### config.mk
export PLATFORM = sky130hd
export DESIGN_NAME = sim_ctrl
export DESIGN_NICKNAME = d
export VERILOG_FILES = /design/src/rtl/sim_ctrl.sv
export SDC_FILE = /design/constraint.sdc
export NUM_CORES = 1
export LEC_CHECK = 0
export BUFFER_PORTS_ARGS = -buffer_cell sky130_fd_sc_hd__buf_2
export CORE_MARGIN = 4
export CORE_UTILIZATION = 40
export DETAILED_ROUTE_END_ITERATION = 16
export REMOVE_ABC_BUFFERS = 1
export SETUP_SLACK_MARGIN = 0.4
export SLEW_MARGIN = 25
export SYNTH_ARGS = -nofsm -noshare
export SYNTH_HDL_FRONTEND = slang
export SYNTH_SLANG_ARGS = --single-unit
### constraint.sdc
create_clock -name clk -period 4.4 [get_ports clk]
set_clock_uncertainty 0.15 [all_clocks]
set_input_delay 0.22 -clock clk [delete_from_list [all_inputs] [get_ports clk]]
set_output_delay 0.22 -clock clk [all_outputs]
set_load 0.02 [all_outputs]
### src/rtl/sim_ctrl.sv
// Simulation run controller: core reset sequencing, cycle budget, drain and verdict.
// Optional SIM_FINISH_EN: report the verdict and end simulation one cycle after done.
module sim_ctrl #(
  parameter int RESET_CYCLES = 4,
  parameter int MAX_CYCLES   = 10000,
  parameter int DRAIN_CYCLES = 2,
  parameter int CNT_W        = 32
) (
  input  logic             clk,
  input  logic             reset,
  input  logic             halt,
  input  logic             error,
  output logic             core_reset,
  output logic             running,
  output logic [CNT_W-1:0] cycle_count,
  output logic             done,
  output logic             timeout,
  output logic             pass
);

  typedef enum logic [1:0] {
    HOLD,
    RUN,
    DRAIN,
    DONE
  } state_t;

  localparam logic [CNT_W-1:0] CNT_MAX = CNT_W'(MAX_CYCLES);

  state_t           state;
  logic [31:0]      hold_cnt;
  logic [31:0]      drain_cnt;
  logic             err_flag;
  logic [CNT_W-1:0] cnt_inc;
  logic             hold_last;
  logic             drain_last;
  logic             stop;

  assign cnt_inc    = (&cycle_count) ? cycle_count
                                     : cycle_count + 1'b1;
  assign hold_last  = (hold_cnt + 32'd1) >= 32'(RESET_CYCLES);
  assign drain_last = (drain_cnt + 32'd1) >= 32'(DRAIN_CYCLES);
  assign stop       = halt | error;

  always_ff @(posedge clk) begin
    if (reset) begin
      state       <= HOLD;
      hold_cnt    <= '0;
      drain_cnt   <= '0;
      err_flag    <= 1'b0;
      core_reset  <= 1'b1;
      running     <= 1'b0;
      cycle_count <= '0;
      done        <= 1'b0;
      timeout     <= 1'b0;
      pass        <= 1'b0;
    end else begin
      unique case (state)
        HOLD: begin
          hold_cnt <= hold_cnt + 32'd1;
          if (hold_last) begin
            state      <= RUN;
            core_reset <= 1'b0;
            running    <= 1'b1;
          end
        end
        RUN: begin
          cycle_count <= cnt_inc;
          err_flag    <= err_flag | error;
          // a stop request on the exhaustion edge takes the drain path
          if (stop) begin
            state     <= DRAIN;
            running   <= 1'b0;
            drain_cnt <= '0;
          end else if (cnt_inc == CNT_MAX) begin
            state      <= DONE;
            running    <= 1'b0;
            core_reset <= 1'b1;
            done       <= 1'b1;
            timeout    <= 1'b1;
          end
        end
        DRAIN: begin
          drain_cnt <= drain_cnt + 32'd1;
          err_flag  <= err_flag | error;
          if (drain_last) begin
            state      <= DONE;
            core_reset <= 1'b1;
            done       <= 1'b1;
            pass       <= ~(err_flag | error);
          end
        end
        DONE: begin
        end
        default: begin
          state <= HOLD;
        end
      endcase
    end
  end

`ifdef SIM_FINISH_EN
  logic done_q;

  always_ff @(posedge clk) begin
    if (reset) begin
      done_q <= 1'b0;
    end else begin
      done_q <= done;
      if (done && !done_q) begin
        $display("sim_ctrl: cycle_count=%0d pass=%0b timeout=%0b",
                 cycle_count, pass, timeout);
        $finish;
      end
    end
  end
`endif

endmodule

==> results.tsv <==
metric	value	unit
max_slew_margin	39.0	%
cts_root_buf	clkbuf_16	
cp_max_fo	11	
setup.worst_path.end_class	flop	
place_ws	0.757	ns
crit_slowest_cell	or4_1	
layout_commonest_cell	nor2_1	
crit_type	reg2reg	
async_flop_share	0	%
tritoncts	built	
cts.repair.resized	0	
crit_chain	nand4_4, or4_1, a211oi_1, nand4_1, a2111o_1, o41ai_2, a21boi_1, a311o_1	
start_util	40.9	%
insertion_delay	0.36	ns
required	4.49	ns
cts.sinks	104	
r2r_slack	0.69	ns
p_per_area	327	nW/um^2
max_cap_viol_count	0	
yosysWarnings	0	
fin_ws	0.687	ns
synth_edf_count	0	
grt_max_degree	76	
hold_slack	0.0418	ns
die_height	138	um
p_comb_share	20.6	%
wl	18.0	mm
r2r_start	cycle_count[4]$_SDFFE_PP0P_	
synth-seq-area-share	30.7	%
port_buffers	40	
hold_start	error	
clkTransAtPathRegs	0.07	ns
p_int	1.65	mW
seqPwrFrac	42.4	%
netlist_area	6780	um^2
core-area	16600	um^2
hold_class	in2reg	
avgViaCountPerCell	5.76	
clock_power_share	37.0	%
vias	6499	
synth_cell_types	61	
gp_congestion	0.905	
period_minus_slack	3.71	ns
tightest_slew	0.912	ns
grt_antenna_before_repair	0	
overflow	0	
power.total	2.41	mW
clockBufferDepth	2	
cts_buffers	9	
worstPathArrival	3.81	ns
rsz0062_at_grt	no	
synth_cells	916	
utilization	44.5	%
dp_hpwl	12.7	mm
dieArea	19100	um^2
setup_tns	0	ns
final_cell_mix	nor2_1 (129), dfxtp_1 (104), nand2_1 (78)	
synth-main-ff-cell	dfxtp_1	
cpLargestDelayFamily	compound AO/OA/AOI/OAI gates	
drtPass1Iterations	4	
grt_pass1_wl	29.8	mm
cpPeakStageDelay	0.63	ns
first_global_vias	5750	
synth_seq_cells	104	
fin_nets	916	
rows	47	
p_sw	766	uW
synth_top_cell_by_area	dfxtp_1	
drive_above_1_share	8.80	%
track_usage	18.4	%
post_cts_buffers	0	
syn_to_final_growth	8.84	%
timing.fmax	269	MHz
p_leak	2.55	nW
crit_start	cycle_count[4]$_SDFFE_PP0P_	
drcViolationCount	0	
p_sw_share	31.7	%
start_kind	flop	
antenna_left	0	
finalCritPeriodShare	84.4	%
yosysTopAreaCellShare	30.7	%
diodes	0	
drt_iter0_drc	480	
ctsHoldBuffers	0	
finalSetupViolations	0	
fp.dieW	138	um
outcome	complete, no violations	
syn_area_per_cell	7.40	um^2
drv_slew	0	
htree_levels	3	
synthTopCellsByArea	dfxtp_1 (31%), nor2_1 (7.2%), xor2_1 (6.6%)	
critPathBufInv	0	
routedWlPerCell	15.9	um
num-fill-cells	1700	
hold_viol_final	0	
vdd_drop_max	0.256	mV
ios	41	
## registers in the layout (all words and copies together) (netlist names)
register and flops:
cycle_count 32, core_reset 1, hold_cnt 32, drain_cnt 32, done 1, timeout 1, err_flag 1, running 1
state 2, pass 1
## path summary, 6_finish.rpt
kind / end / depth (start not counted)
setup reg to reg: core_reset$_SDFFE_PP1P_ / 8
hold reg to reg: err_flag$_SDFFE_PP0N_ / 2
setup / recovery: core_reset$_SDFFE_PP1P_ / 8
hold / removal: err_flag$_SDFFE_PP0N_ / 3
## logic make-up (layout without fill, tap and decap cells)
| kind of cell | after synthesis | in the layout | share of synthesized area (%) |
|---|---|---|---|
| AO/OA/AOI/OAI | 175 | 175 | 17.1 |
| XOR/XNOR | 80 | 80 | 10.3 |
| adder cells (fa/ha/maj) | 8 | 8 | 1.48 |
| buffers and inverters | 84 | 77 | 4.82 |
| flip-flops | 104 | 104 | 30.7 |
| multiplexers | 6 | 6 | 0.886 |
| AND/OR/NAND/NOR | 459 | 459 | 34.6 |
## cells in the mapped netlist (25+ instances only)
| cell | count |
|---|---|
| nand2_1 | 78 |
| nand3_1 | 53 |
| o21ai_0 | 41 |
| nor2_1 | 130 |
| and3_1 | 25 |
| xnor2_1 | 29 |
| nor3_1 | 35 |
| nand4_1 | 43 |
| xor2_1 | 51 |
| clkbuf_1 | 62 |
| dfxtp_1 | 104 |
| a21oi_1 | 44 |
## area by class of cell
| class | instances | area, um^2 | area share, % |
|---|---|---|---|
| clock inverter | 6 | 97.6 | 1.32 |
| inverter | 12 | 45.0 | 0.610 |
| sequential | 104 | 2080 | 28.2 |
| multi-input combinational | 728 | 4380 | 59.4 |
| tap | 220 | 275 | 3.73 |
| clock buffer | 10 | 229 | 3.10 |
| timing repair buffer | 49 | 270 | 3.66 |
## per-stage QoR
stage	cell area [um^2]	std cells
after detailed placement	7050	1113
after global routing	7380	1129
after CTS	7370	1129
after floorplan	6500	844
final	7380	1129
after global placement	7050	1113
## worst min-delay path, cell delays in order
cell and delay [ns]:
buf_2 0.14, a21oi_1 0.08, nor2_1 0.07
## layer usage
| metal | share of wire, % | vias up | track usage (%) |
|---|---|---|---|
| met4 | 0.85 | 0 | 3.43 |
| li1 | - | 3311 | - |
| met2 | 46 | 138 | 29.2 |
| met5 | 0 | - | 0 |
| met3 | 4.5 | 14 | 3.80 |
| met1 | 49 | 3036 | 26.0 |
## power groups by stage
stage / clock, mW / sequential, mW / combinational, mW
6_report: 0.893 / 1.02 / 0.498
2_1_floorplan: 0 / 1.05 / 0.306
3_5_place_dp: 0 / 1.05 / 0.496
3_3_place_gp: 0 / 1.04 / 0.501
4_1_cts: 0.930 / 1.02 / 0.498
5_1_grt: 0.963 / 1.03 / 0.551
(Power assumes the default switching activity.)
